### src/rtl/seq_verify_param.sv
// Player-sequence verifier: latches a target sequence, opens input after display, checks presses.
// Optional idle-press timeout enabled by defining SEQ_VERIFY_TIMEOUT_EN.
module seq_verify_param #(
   parameter int unsigned SYM_W       = 4,
   parameter int unsigned MAX_LEN     = 8,
   parameter int unsigned LVL_W       = 3,
   parameter int unsigned TIMEOUT_CYC = 50000000,
   localparam int unsigned IDX_W      = $clog2(MAX_LEN + 1)
) (
   input  logic                     clk,
   input  logic                     rst,
   input  logic                     newSequence,
   input  logic [MAX_LEN*SYM_W-1:0] Sequence,
   input  logic [LVL_W-1:0]         LVL,
   input  logic                     display_done,
   input  logic                     b_player,
   input  logic [SYM_W-1:0]         player_num,
   output logic                     correct,
   output logic                     incorrect,
   output logic                     timeout,
   output logic                     busy,
   output logic [IDX_W-1:0]         step
);

   // Wide enough that LVL+1 never wraps, whichever of LVL_W / IDX_W is larger.
   localparam int unsigned LEN_W = ((LVL_W > IDX_W) ? LVL_W : IDX_W) + 1;

   typedef enum logic [2:0] {StIdle, StLoaded, StInput, StPass, StFail} state_e;

   if (TIMEOUT_CYC == 0) begin : g_bad_timeout
      $error("seq_verify_param: TIMEOUT_CYC must be at least 1");
   end

   state_e                   state_q, state_d;
   logic [MAX_LEN*SYM_W-1:0] seq_q, seq_d;
   logic [IDX_W-1:0]         len_q, len_d;
   logic [IDX_W-1:0]         step_q, step_d;
   logic                     correct_q, correct_d;
   logic                     incorrect_q, incorrect_d;
   logic                     timeout_q, timeout_d;
   logic                     busy_q, busy_d;

   logic [LEN_W-1:0] lvl_plus1;
   logic [IDX_W-1:0] new_len;
   logic [SYM_W-1:0] exp_sym;
   logic             last_sym;

`ifdef SEQ_VERIFY_TIMEOUT_EN
   localparam int unsigned CNT_W = (TIMEOUT_CYC > 1) ? $clog2(TIMEOUT_CYC) : 1;
   logic [CNT_W-1:0] cnt_q, cnt_d;
`endif

   assign lvl_plus1 = LEN_W'(LVL) + LEN_W'(1);
   assign new_len   = (lvl_plus1 > LEN_W'(MAX_LEN)) ? IDX_W'(MAX_LEN) : lvl_plus1[IDX_W-1:0];
   assign last_sym  = (step_q == len_q - IDX_W'(1));

   always_comb begin
      exp_sym = '0;
      for (int unsigned k = 0; k < MAX_LEN; k++) begin
         if (step_q == IDX_W'(k)) exp_sym = seq_q[k*SYM_W +: SYM_W];
      end
   end

   always_comb begin
      state_d     = state_q;
      seq_d       = seq_q;
      len_d       = len_q;
      step_d      = step_q;
      correct_d   = correct_q;
      incorrect_d = incorrect_q;
      timeout_d   = timeout_q;
      busy_d      = busy_q;
`ifdef SEQ_VERIFY_TIMEOUT_EN
      cnt_d       = cnt_q;
`endif
      if (newSequence) begin
         state_d     = StLoaded;
         seq_d       = Sequence;
         len_d       = new_len;
         step_d      = '0;
         correct_d   = 1'b0;
         incorrect_d = 1'b0;
         timeout_d   = 1'b0;
         busy_d      = 1'b0;
      end else begin
         unique case (state_q)
            StLoaded: begin
               if (display_done) begin
                  state_d = StInput;
                  busy_d  = 1'b1;
`ifdef SEQ_VERIFY_TIMEOUT_EN
                  cnt_d   = '0;
`endif
               end
            end
            StInput: begin
               if (b_player) begin
`ifdef SEQ_VERIFY_TIMEOUT_EN
                  cnt_d = '0;
`endif
                  if (player_num == exp_sym) begin
                     if (last_sym) begin
                        state_d   = StPass;
                        correct_d = 1'b1;
                        busy_d    = 1'b0;
                     end else begin
                        step_d = step_q + IDX_W'(1);
                     end
                  end else begin
                     state_d     = StFail;
                     incorrect_d = 1'b1;
                     busy_d      = 1'b0;
                  end
               end
`ifdef SEQ_VERIFY_TIMEOUT_EN
               else if (cnt_q == CNT_W'(TIMEOUT_CYC - 1)) begin
                  state_d     = StFail;
                  incorrect_d = 1'b1;
                  timeout_d   = 1'b1;
                  busy_d      = 1'b0;
               end else begin
                  cnt_d = cnt_q + CNT_W'(1);
               end
`endif
            end
            default: ;
         endcase
      end
   end

   always_ff @(posedge clk) begin
      if (!rst) begin
         state_q     <= StIdle;
         seq_q       <= '0;
         len_q       <= '0;
         step_q      <= '0;
         correct_q   <= 1'b0;
         incorrect_q <= 1'b0;
         timeout_q   <= 1'b0;
         busy_q      <= 1'b0;
`ifdef SEQ_VERIFY_TIMEOUT_EN
         cnt_q       <= '0;
`endif
      end else begin
         state_q     <= state_d;
         seq_q       <= seq_d;
         len_q       <= len_d;
         step_q      <= step_d;
         correct_q   <= correct_d;
         incorrect_q <= incorrect_d;
         timeout_q   <= timeout_d;
         busy_q      <= busy_d;
`ifdef SEQ_VERIFY_TIMEOUT_EN
         cnt_q       <= cnt_d;
`endif
      end
   end

   assign correct   = correct_q;
   assign incorrect = incorrect_q;
   assign timeout   = timeout_q;
   assign busy      = busy_q;
   assign step      = step_q;

endmodule

### config.mk
export PLATFORM = sky130hd
export DESIGN_NAME = seq_verify_param
export DESIGN_NICKNAME = d
export VERILOG_FILES = /design/src/rtl/seq_verify_param.sv
export SDC_FILE = /design/constraint.sdc
export NUM_CORES = 1
export LEC_CHECK = 0
export CORE_AREA = 2 2 87 89
export DETAILED_ROUTE_END_ITERATION = 12
export DIE_AREA = 0 0 89 91
export PLACE_DENSITY = 0.69
export SLEW_MARGIN = 20
export SYNTH_ARGS = -nofsm -noshare
export SYNTH_HDL_FRONTEND = slang
export SYNTH_SLANG_ARGS = --single-unit
export TNS_END_PERCENT = 1
### constraint.sdc
create_clock -name clk -period 7 [get_ports clk]
set_input_delay 1.4 -clock clk [delete_from_list [all_inputs] [get_ports clk]]
set_output_delay 1.4 -clock clk [all_outputs]
set_load 0.05 [all_outputs]
After elaboration in Yosys (flattened, before gate mapping)
Index checks and enable logic that the tools add are counted.

storage, ports and cells
  bits in registers = 46
  bits of input ports = 44
  output and inout bits = 8
  logic and storage cells = 61

cells by class
  $add $sub $neg = 3
  magnitude comparators = 1
  eq/ne operators = 17
  mux-type cells = 20
  bitwise logic cells = 3
  reductions and logical operators = 9

operators with widths
  kind                 number
  $mux 4               9
  $eq 4x3->1 const B   4
  $reduce_and 4->1     4
  $mux 3               4
  $ne 3x3->1 const B   3
  $eq 4x2->1 const B   2
  $eq 4x4->1           2
  $pmux 3 s2           1
  $mux 1               5
  $add 3x1->4 const B  1
  $add 4x1->4 const B  1
  $eq 4x1->1 const B   1
  $gt 4x4->1 const B   1
  $logic_not 4->1      1
  $ne 2x2->1 const B   2
  $ne 4x4->1 const B   1
  $sub 4x1->4 const B  1
  $eq 3x1->1 const B   1
  $eq 3x2->1 const B   1
  $not 1->1            3
  $reduce_and 3->1     1
  $reduce_bool 3->1    1
  $pmux 1 s2           1
  $reduce_bool 2->1    1
  $reduce_or 2->1      1

Logic depth before layout (Yosys ltp)
Gate-level depths: netlist of run 1.

  depth after elaboration = 14
  gate-level depth with buffers = 12
  depth with buffers taken out = 9

Least setup slack after synthesis of run 1
Ideal clock, no wire load.

  kind = in2reg
  from = in player_num[2]
  to = reg step_q[2] (netlist: step[2])
  data arrival time = 3.056 ns
  data required time = 6.931 ns
  setup slack = 3.875 ns
  cell stages on the path = 8
  cells stage by stage = xor2_1 -> a211oi_1 -> a311oi_1 -> or4_1 -> nand4bb_1 -> buf_2 -> or4_1 -> o21ai_1

on the way
  cells in the longest elaborated chain, start to end = 2

RTL lines
  element                            RTL line  text
  start, declared                    17        input logic [SYM_W-1:0] player_num,
  $eq 4x4->1                         101       if (player_num == exp_sym) begin
  $reduce_and 4->1 (no source line)  -
  end signal, assigned               148       step_q <= step_d;
  end, declared                      37        logic [IDX_W-1:0] step_q, step_d;

No other way between the ends.
A chain may end at the register's enable or synchronous reset.

Worst setup path in the final report of run 1
Ends and elaborated chain as after synthesis.

==> results.py, run 1 <==
metrics = {
    "clock_tree": {
        "holdBufCountCts": 0,
        "worstSkewPairLatency_ns": 0.31,
        "clkSlewWorstSetupHoldPaths_ns": 0.10,
        "cts_tree": "built",
        "clockBufferDepth": 2,
        "ctsHtreeMaxLevel": 2,
        "post_cts_resize_count": 0,
        "cts_buffers": 5,
        "clock-root-buffer": "clkbuf_8",
        "post_cts_buffers": 0,
        "clock-sinks": 46,
    },
    "grt": {
        "grt_pass1_vias": 1963,
        "top_usage_layer": "met2",
        "grtUsageMet2_pct": 23.2,
        "grt_pass1_wl_mm": 9.47,
        "gr-usage-met3_pct": 3.55,
        "grt_max_degree": 43,
        "grt_antenna_before_repair": 0,
        "grt_overflow_total": 0,
        "grt_use_total_pct": 14.6,
        "met1_usage_pct": 19.8,
    },
    "yosys": {
        "muxShareOfSynthArea_pct": 13.9,
        "syn-num-nets": 323,
        "synth-seq-cells": 46,
        "synth_cell_types": 50,
        "synth-edff-count": 0,
        "avgSynthCellArea_um2": 8.96,
        "synth.top_cell.area_share_pct": 37.6,
        "synth_common_cells": "46 x dfxtp_1, 34 x mux2i_1, 34 x nor2_1",
        "synth_top_family_by_area": "simple AND/OR/NAND/NOR gates",
        "synthArstFlopShare_pct": 0,
        "synth_cells": 273,
        "synthTopCellsByArea": "dfxtp_1 38%, mux2i_1 14%, nor2_1 5.2%",
        "synthAdderAreaFrac_pct": 3.07,
        "yosys_most_used_dff": "dfxtp_1",
        "seq_area_frac_synth_pct": 37.6,
        "synthXorXnorAreaFrac_pct": 4.30,
        "synth_most_common_cell": "dfxtp_1",
        "yosys_warnings": 0,
        "synth_compound_area_share_pct": 15.7,
        "synth_area_mm2": 0.00245,
        "yosysTopAreaCell": "dfxtp_1",
        "synth-simple-area-share_pct": 19.1,
    },
    "min_path": {
        "hold_path_end": "correct$_SDFFE_PP0P_",
        "min-delay-start": "correct$_SDFFE_PP0P_",
        "hp-class": "flip-flop to flip-flop",
        "hold_depth": 1,
    },
    "drt": {
        "drt_pre_antenna_iters": 4,
        "wire_per_inst_um": 13.6,
        "vias": 2030,
        "remaining_drc_errors": 0,
        "dr.first_iter.drc_count": 90,
        "detail-route-antenna-nets": 0,
        "route.detailed.vias_per_inst": 4.94,
        "drt_wl_total_mm": 5.58,
    },
    "pwr": {
        "powerDensity_mw_per_mm2": 172,
        "p_switching_mw": 0.137,
        "pwr-share-seq_pct": 53.8,
        "p_int_mw": 0.392,
        "power_leakage_nw": 1.17,
        "p_clk_share_pct": 31.2,
        "p_comb_share_pct": 15.1,
        "swShare_pct": 25.9,
        "ir_drop_mv": 0.0747,
    },
    "run": {
        "drv_cap": 0,
    },
    "sta": {
        "max-slew-margin-rel_pct": 27.4,
        "rsz0062_at_grt": "false",
        "slew_viol_final": 0,
        "setup_viol": 0,
        "tightestPinTransition_ns": 1.09,
        "fin_crit_ns": 3.52,
        "clock.fmax_mhz": 284,
        "hold_ws_ns": 0.480,
        "setup_tns_ns": 0,
        "finClkSkew_ns": 0.0124,
        "timing.final.crit_share_pct": 50.4,
        "hold_viol": 0,
    },
    "layout": {
        "stdcell_count": 411,
        "postLayoutCoreUtil_pct": 43.0,
        "fillers": 735,
        "finalNetCount": 361,
        "n_antenna_cell": 0,
        "drive_above_1_share_pct": 4.81,
        "syn2layout_area_growth_pct": 25.4,
    },
    "critical_path": {
        "worst_setup_path_start_kind": "input port",
        "r2r_end": "step[2]$_SDFFE_PP0P_",
        "cp-end-kind": "flip-flop",
        "reg2reg_slack_ns": 3.78,
        "required_ns": 7.25,
        "crit_fanout": 6,
        "ff2ff_path_depth": 9,
        "arrival_ns": 3.78,
        "crit_type": "input port to flip-flop",
        "timing.rr.start": "step[0]$_SDFFE_PP0P_",
    },
    "placement": {
        "io_buffers": 50,
        "hpwl_mm": 4.14,
        "gp_congestion": 0.751,
        "placedCellCount": 403,
    },
    "floorplan": {
        "die_area_mm2": 0.00810,
        "rows": 31,
        "pin_count": 52,
        "initial_core_util_pct": 34.3,
        "die-width_um": 89,
        "die_h_um": 91,
        "coreArea_mm2": 0.00714,
    },
    "outcome": {
        "status": "finished clean",
    },
}
## worst max-delay path, stage by stage
cell	delay, ns
clkdlybuf4s50_1	0.50
xor2_1	0.18
a211oi_1	0.26
a311oi_1	0.06
or4_1	0.51
nand4bb_1	0.33
or4_1	0.46
o21ai_1	0.08
## worst max path at each step
| stage | startpoint | endpoint | slack [ns] | cells after the start |
|---|---|---|---|---|
| floorplan | player_num[2] | step[2]$_SDFFE_PP0P_ | 3.88 | 8 |
| global placement | player_num[2] | step[2]$_SDFFE_PP0P_ | 3.24 | 8 |
| detailed placement | player_num[2] | step[2]$_SDFFE_PP0P_ | 3.14 | 8 |
| CTS | player_num[2] | step[2]$_SDFFE_PP0P_ | 3.47 | 8 |
| global route | player_num[2] | step[2]$_SDFFE_PP0P_ | 3.32 | 8 |
| finish | player_num[2] | step[2]$_SDFFE_PP0P_ | 3.48 | 8 |
## state kept, by name, summed over array words and instances, names as in the netlist
name       flops
len_q          4
incorrect      1
step           4
busy           1
state_q        3
seq_q         32
correct        1
## cell type report
| cell class | instances | area, µm² | share of cell area, % |
|---|---|---|---|
| Clock buffer | 5 | 68.8 | 2.24 |
| Clock inverter | 3 | 21.3 | 0.693 |
| Tap cell | 99 | 124 | 4.04 |
| Inverter | 17 | 63.8 | 2.08 |
| Timing Repair Buffer | 50 | 495 | 16.2 |
| Sequential cell | 46 | 921 | 30.0 |
| Multi-Input combinational cell | 191 | 1370 | 44.8 |
## routing by layer
metal	routed length [µm]	share of wire (%)
met1	2570	46
met2	2670	48
met3	266	4.8
met4	70	1.3
met5	0	0
## stage by stage
step / power [mW] / worst slack, ns / cell area (µm²)
after floorplan: 0.334 / 3.88 / 2450
after global placement: 0.368 / 3.24 / 2980
after detailed placement: 0.370 / 3.14 / 2980
after CTS: 0.533 / 3.47 / 3070
after global routing: 0.553 / 3.32 / 3070
final: 0.528 / 3.48 / 3070
## cell families (layout without fill, tap and decap cells)
logic type                 after synthesis  count (layout)
DFF                                     46              46
other                                    1               1
xor gates and xnor gates                12              12
adders and majority gates                6               6
buffers and inverters                   36              75
and+or+nand+nor                         85              85
AOI/OAI and AO/OA                       53              53
muxes                                   34              34
## power groups by stage
stage / sequential [mW] / combinational, mW / clock (mW)
floorplan: 0.287 / 0.0471 / 0
global placement: 0.290 / 0.0782 / 0
detailed placement: 0.290 / 0.0798 / 0
CTS: 0.284 / 0.0804 / 0.168
global route: 0.286 / 0.0880 / 0.179
finish: 0.284 / 0.0795 / 0.165
## layout by cell type (no fill, tap or decap), types with 3 or more instances in the layout
cell type	n
or4_1	3
inv_1	17
clkdlybuf4s50_1	49
mux2i_1	34
nor3_1	3
nor2_1	34
o211ai_1	3
ha_1	6
xnor2_1	10
nand2b_1	5
nor3b_1	3
dfxtp_1	46
nand2_1	9
clkbuf_8	5
nor2b_1	11
a21oi_1	19
o21ai_0	3
nand3b_1	6
a211oi_1	5
Power figures use the tool's default switching activity.
==> run 2: changes to the inputs <==
--- a/config.mk
+++ b/config.mk
@@ -8,7 +8,7 @@
 export CORE_AREA = 2 2 87 89
 export DETAILED_ROUTE_END_ITERATION = 12
 export DIE_AREA = 0 0 89 91
-export PLACE_DENSITY = 0.69
+export PLACE_DENSITY = 0.71
 export SLEW_MARGIN = 20
 export SYNTH_ARGS = -nofsm -noshare
 export SYNTH_HDL_FRONTEND = slang
==> constraint.sdc (replaced) <==
create_clock -name clk -period 3.1 [get_ports clk]
set_input_delay 0.62 -clock clk [delete_from_list [all_inputs] [get_ports clk]]
set_output_delay 0.62 -clock clk [all_outputs]
set_load 0.05 [all_outputs]
==> run 2 against run 1 <==
Worst hold slack better by 0.0091 ns. Via count up 3.9%. First-iteration DRC count up 11%. Critical endpoint is now state_q[0]$_SDFFE_PN0P_. Largest power group unchanged. Highest routed layer unchanged.
==> results.py, run 2 (same netlist as run 1, synthesis figures left out) <==
metrics = {
    "critical_path": {
        "crit_type": "flip-flop to flip-flop",
        "crit_fanout": 11,
        "ff2ff_path_depth": 9,
        "arrival_ns": 3.16,
        "required_ns": 3.35,
        "worst_setup_path_start_kind": "flip-flop",
        "timing.rr.start": "step[1]$_SDFFE_PP0P_",
        "reg2reg_slack_ns": 0.19,
        "cp-end-kind": "flip-flop",
        "r2r_end": "state_q[0]$_SDFFE_PN0P_",
    },
    "layout": {
        "fillers": 739,
        "postLayoutCoreUtil_pct": 44.5,
        "ff_latch_area_um2": 921,
        "layout_common_cells": "49 x clkdlybuf4s50_1, 46 x dfxtp_1, 34 x nor2_1, 34 x mux2i_1, 19 x a21oi_1",
        "top_register": "seq_q",
        "multi_input_area_mm2": 0.00138,
        "n_antenna_cell": 0,
        "finalNetCount": 372,
        "layout.cells.most_common": "clkdlybuf4s50_1",
        "syn2layout_area_growth_pct": 29.9,
        "largest_register_ffs": 32,
        "drive_above_1_share_pct": 8.36,
    },
    "drt": {
        "detail-route-antenna-nets": 0,
        "remaining_drc_errors": 0,
        "routed-wl-met3_um": 327,
        "dr.first_iter.drc_count": 100,
        "wire_per_inst_um": 13.7,
        "highest_layer": "met4",
        "vias": 2109,
        "route.met2.wl_mm": 2.77,
        "drt_pre_antenna_iters": 4,
        "drt_wl_total_mm": 5.78,
        "wl_met1_mm": 2.61,
        "route.detailed.vias_per_inst": 5.00,
    },
    "sta": {
        "timing.final.crit_share_pct": 93.8,
        "setup_viol": 0,
        "clock.fmax_mhz": 344,
        "max-slew-margin-rel_pct": 63.9,
        "fin_crit_ns": 2.91,
        "finClkSkew_ns": 0.0118,
        "rsz0062_at_grt": "false",
        "hold_viol": 0,
        "tightestPinTransition_ns": 0.542,
        "slew_viol_final": 0,
        "setup_tns_ns": 0,
    },
    "placement": {
        "hpwl_mm": 4.39,
        "io_buffers": 50,
        "gp_congestion": 0.803,
    },
    "grt": {
        "grt_overflow_total": 0,
        "grt_antenna_before_repair": 0,
        "grt_pass1_wl_mm": 9.35,
        "grt_pass1_vias": 2023,
        "grt_use_total_pct": 14.6,
        "grt_max_degree": 29,
    },
    "clock_tree": {
        "clkSlewWorstSetupHoldPaths_ns": 0.08,
        "clock-sinks": 46,
        "clockBufferDepth": 2,
        "ctsHtreeMaxLevel": 2,
        "cts_tree": "built",
        "cts_buffers": 5,
        "worstSkewPairLatency_ns": 0.31,
        "clock-root-buffer": "clkbuf_8",
        "post_cts_buffers": 0,
        "holdBufCountCts": 0,
    },
    "outcome": {
        "status": "finished clean",
    },
    "min_path": {
        "hp-class": "flip-flop to flip-flop",
        "hold_path_end": "correct$_SDFFE_PP0P_",
        "hold_depth": 1,
        "min-delay-start": "correct$_SDFFE_PP0P_",
    },
    "floorplan": {
        "coreArea_mm2": 0.00714,
        "pin_count": 52,
        "initial_core_util_pct": 34.3,
        "die_area_mm2": 0.00810,
        "die_h_um": 91,
        "rows": 31,
        "die-width_um": 89,
    },
    "pwr": {
        "total_power_mw": 1.27,
        "power_leakage_nw": 1.23,
        "powerDensity_mw_per_mm2": 400,
        "ir_drop_mv": 0.223,
    },
    "run": {
        "drv_cap": 0,
    },
}
==> run 2: cell count changes in the layout (fill, tap and decap cells not counted) <==
cell        before  now
buf_4            0   11
bufinv_16        0    1
clkinv_2         1    0
clkinv_4         1    0
clkinvlp_4       1    2
ha_1             6    5
ha_2             0    1
==> run 2: metrics by stage <==
stage | cell area, µm² | hold slack [ns] | setup slack (ns) | std cells
after global routing | 3180 | 0.516 | 0.0413 | 422
final | 3180 | 0.489 | 0.192 | 422
after detailed placement | 3060 | 0.478 | 0.126 | 414
after floorplan | 2450 | 0.455 | 0.00435 | 273
after global placement | 3060 | 0.466 | 0.184 | 414
after CTS | 3170 | 0.495 | 0.199 | 422
==> run 2: worst max-delay path by stage <==
stage / start / end / slack (ns) / depth (start not counted)
finish: step[1]$_SDFFE_PP0P_ / state_q[0]$_SDFFE_PN0P_ / 0.19 / 9
global route: step[0]$_SDFFE_PP0P_ / state_q[0]$_SDFFE_PN0P_ / 0.04 / 8
CTS: step[0]$_SDFFE_PP0P_ / state_q[0]$_SDFFE_PN0P_ / 0.20 / 9
detailed placement: player_num[2] / state_q[0]$_SDFFE_PN0P_ / 0.13 / 8
global placement: player_num[2] / state_q[0]$_SDFFE_PN0P_ / 0.18 / 8
floorplan: step[1]$_SDFFE_PP0P_ / step[2]$_SDFFE_PP0P_ / 0.004 / 11
==> run 2: power by group <==
group          total [mW]  leakage, nW  internal [mW]  switching, mW
registers           0.641        0.378          0.620         0.0212
clock network       0.449       0.0504          0.240          0.209
logic               0.182        0.806          0.106         0.0761
total                1.27         1.23          0.966          0.306
==> run 2: layout make-up <==
type	instances	share of cell area, %
Multi-Input combinational cell	191	43.3
Sequential cell	46	29.0
Timing Repair Buffer	61	18.2
Tap cell	99	3.90
Clock buffer	5	2.17
Inverter	17	2.01
Clock inverter	3	1.42
==> run 2: worst max-delay path: stages, from the launching register on <==
cell	delay, ns
dfxtp_1	0.39
inv_1	0.08
ha_1	0.32
nor2b_1	0.25
a211oi_1	0.15
o221a_2	0.31
or4_1	0.55
or3b_4	0.46
nor3b_2	0.22
o31a_1	0.13
==> run 2: repair_timing <==
| item | CTS | global route |
|---|---|---|
| gates resized for setup | 0 | 1 |
| endpoints found under the setup margin | 0 | 2 |
| endpoints found under the hold margin | 0 | 0 |
==> run 2: routing by layer <==
metal  vias to the layer above  global-route usage [%]
met5                         -                       0
met3                         7                    3.55
met4                         0                    4.35
li1                       1056                       -
met2                        58                    24.2
met1                       988                    18.7
==> run 3: changes to the inputs <==
--- a/config.mk
+++ b/config.mk
@@ -5,10 +5,10 @@
 export SDC_FILE = /design/constraint.sdc
 export NUM_CORES = 1
 export LEC_CHECK = 0
-export CORE_AREA = 2 2 87 89
+export CORE_AREA = 2 2 76 78
 export DETAILED_ROUTE_END_ITERATION = 12
-export DIE_AREA = 0 0 89 91
-export PLACE_DENSITY = 0.71
+export DIE_AREA = 0 0 78 80
+export PLACE_DENSITY = 0.86
 export SLEW_MARGIN = 20
 export SYNTH_ARGS = -nofsm -noshare
 export SYNTH_HDL_FRONTEND = slang
==> run 3 against run 2 <==
Via count is 1.4% higher. Register-to-register slack worse by 0.04 ns. Clock-buffer cell count did not move. Critical path depth is 1 lower. Combinational power barely moved. Die area decreased by 23%. Global-route usage is 3.4 points higher. Clock skew decreased by 0.0068 ns. Routed wire length shrank 5.3%. Sequential share of layout area up 0.83 points. Critical path type unchanged.
==> results.py, run 3 (same netlist as run 1, synthesis figures left out) <==
metrics = {
    "floorplan": {
        "die_area_mm2": 0.00624,
        "rows": 27,
        "die-width_um": 78,
        "coreArea_mm2": 0.00541,
        "initial_core_util_pct": 45.3,
        "pin_count": 52,
        "die_h_um": 80,
    },
    "layout": {
        "n_antenna_cell": 0,
        "largest_register_ffs": 32,
        "layout.cells.most_common": "clkdlybuf4s50_1",
        "layout_common_cells": "49 x clkdlybuf4s50_1, 46 x dfxtp_1, 34 x nor2_1, 34 x mux2i_1, 19 x a21oi_1",
        "stdcell_count": 391,
        "drive_above_1_share_pct": 7.52,
        "syn2layout_area_growth_pct": 26.2,
        "finalNetCount": 369,
        "top_register": "seq_q",
    },
    "grt": {
        "grt_antenna_before_repair": 0,
        "grt_overflow_total": 0,
        "grt_pass1_vias": 1980,
        "grt_max_degree": 30,
        "grt_pass1_wl_mm": 8.98,
        "grt_use_total_pct": 18.0,
    },
    "clock_tree": {
        "cts_buffers": 5,
        "post_cts_buffers": 0,
        "holdBufCountCts": 0,
        "ctsHtreeMaxLevel": 2,
        "clock-sinks": 46,
        "clockBufferDepth": 2,
        "clkSlewWorstSetupHoldPaths_ns": 0.08,
        "worstSkewPairLatency_ns": 0.29,
        "clock-root-buffer": "clkbuf_8",
        "post_cts_resize_count": 0,
        "cts_tree": "built",
    },
    "sta": {
        "tightestPinTransition_ns": 0.696,
        "finalWorstSetupSlack_ns": 0.148,
        "rsz0062_at_grt": "false",
        "fin_crit_ns": 2.95,
        "clock.fmax_mhz": 339,
        "hold_viol": 0,
        "setup_tns_ns": 0,
        "finClkSkew_ns": 0.00504,
        "slew_viol_final": 0,
        "max-slew-margin-rel_pct": 53.6,
        "timing.final.crit_share_pct": 95.2,
        "setup_viol": 0,
    },
    "pwr": {
        "p_clk_share_pct": 29.4,
        "p_comb_share_pct": 15.6,
        "swShare_pct": 24.7,
        "pwr-share-seq_pct": 55.0,
        "powerDensity_mw_per_mm2": 377,
        "p_int_mw": 0.877,
        "ir_drop_mv": 0.250,
        "p_switching_mw": 0.287,
        "power_leakage_nw": 1.21,
    },
    "critical_path": {
        "worst_setup_path_start_kind": "flip-flop",
        "cp-startpoint": "step[0]$_SDFFE_PP0P_",
        "endpoint": "state_q[0]$_SDFFE_PN0P_",
        "arrival_ns": 3.19,
        "ff2ff_path_depth": 8,
        "r2r_end": "state_q[0]$_SDFFE_PN0P_",
        "crit_fanout": 11,
        "timing.rr.start": "step[0]$_SDFFE_PP0P_",
        "required_ns": 3.34,
        "crit_type": "flip-flop to flip-flop",
        "cp-end-kind": "flip-flop",
        "reg2reg_slack_ns": 0.15,
    },
    "drt": {
        "wire_per_inst_um": 14.0,
        "drt_wl_total_mm": 5.47,
        "dr.first_iter.drc_count": 79,
        "remaining_drc_errors": 0,
        "route.detailed.vias_per_inst": 5.47,
        "detail-route-antenna-nets": 0,
        "drt_pre_antenna_iters": 4,
        "vias": 2139,
    },
    "placement": {
        "hpwl_mm": 4.12,
        "pre_cts_ws_ns": 0.0396,
        "io_buffers": 50,
        "gp_congestion": 0.910,
        "placedCellCount": 384,
    },
    "outcome": {
        "status": "finished clean",
    },
    "min_path": {
        "hold_depth": 1,
        "hp-class": "flip-flop to flip-flop",
    },
    "run": {
        "drv_cap": 0,
    },
}
## run 3: per-stage QoR
step	utilization, %	power [mW]	instance area [µm²]	hold slack [ns]
after floorplan	-	0.755	2450	0.455
after global placement	55.6	0.830	3000	0.458
after detailed placement	55.6	0.837	3000	0.464
after CTS	57.0	1.17	3080	0.483
final	57.1	1.16	3090	0.479
after global routing	57.1	1.22	3090	0.497
## run 3: final cells by class
class	instances	area, µm²
Tap cell	72	90.1
Clock buffer	5	68.8
Clock inverter	2	10.0
Fill cell	504	2320
Timing Repair Buffer	58	556
Multi-Input combinational cell	191	1380
Inverter	17	63.8
Sequential cell	46	921
## run 3: per-layer routing
| metal | track usage [%] | wire (µm) | vias up |
|---|---|---|---|
| met4 | 6.84 | 93 | 0 |
| met5 | 0 | 0 | - |
| li1 | - | - | 1047 |
| met1 | 22.6 | 2500 | 1023 |
| met3 | 3.85 | 295 | 11 |
| met2 | 30.4 | 2590 | 58 |
## run 3: power groups by stage
stage	combinational, mW	sequential (mW)	clock, mW
global placement	0.177	0.653	0
finish	0.181	0.641	0.342
detailed placement	0.182	0.654	0
CTS	0.183	0.640	0.348
global route	0.199	0.644	0.377
floorplan	0.106	0.649	0
## run 3: critical path, cell delays in order (launching register included)
cell	delay [ns]
dfxtp_1	0.40
ha_1	0.36
or3_4	0.40
a221oi_2	0.24
nor3_1	0.09
or4_1	0.56
or3b_4	0.46
nor3b_2	0.24
o31a_1	0.15
## run 3: worst min-delay path by stage
stage / start / to / slack [ns]
finish: correct$_SDFFE_PP0P_ / correct$_SDFFE_PP0P_ / 0.48
detailed placement: correct$_SDFFE_PP0P_ / correct$_SDFFE_PP0P_ / 0.46
global route: correct$_SDFFE_PP0P_ / correct$_SDFFE_PP0P_ / 0.50
CTS: correct$_SDFFE_PP0P_ / correct$_SDFFE_PP0P_ / 0.48
global placement: correct$_SDFFE_PP0P_ / correct$_SDFFE_PP0P_ / 0.46
floorplan: seq_q[31]$_SDFFE_PN0P_ / seq_q[31]$_SDFFE_PN0P_ / 0.45
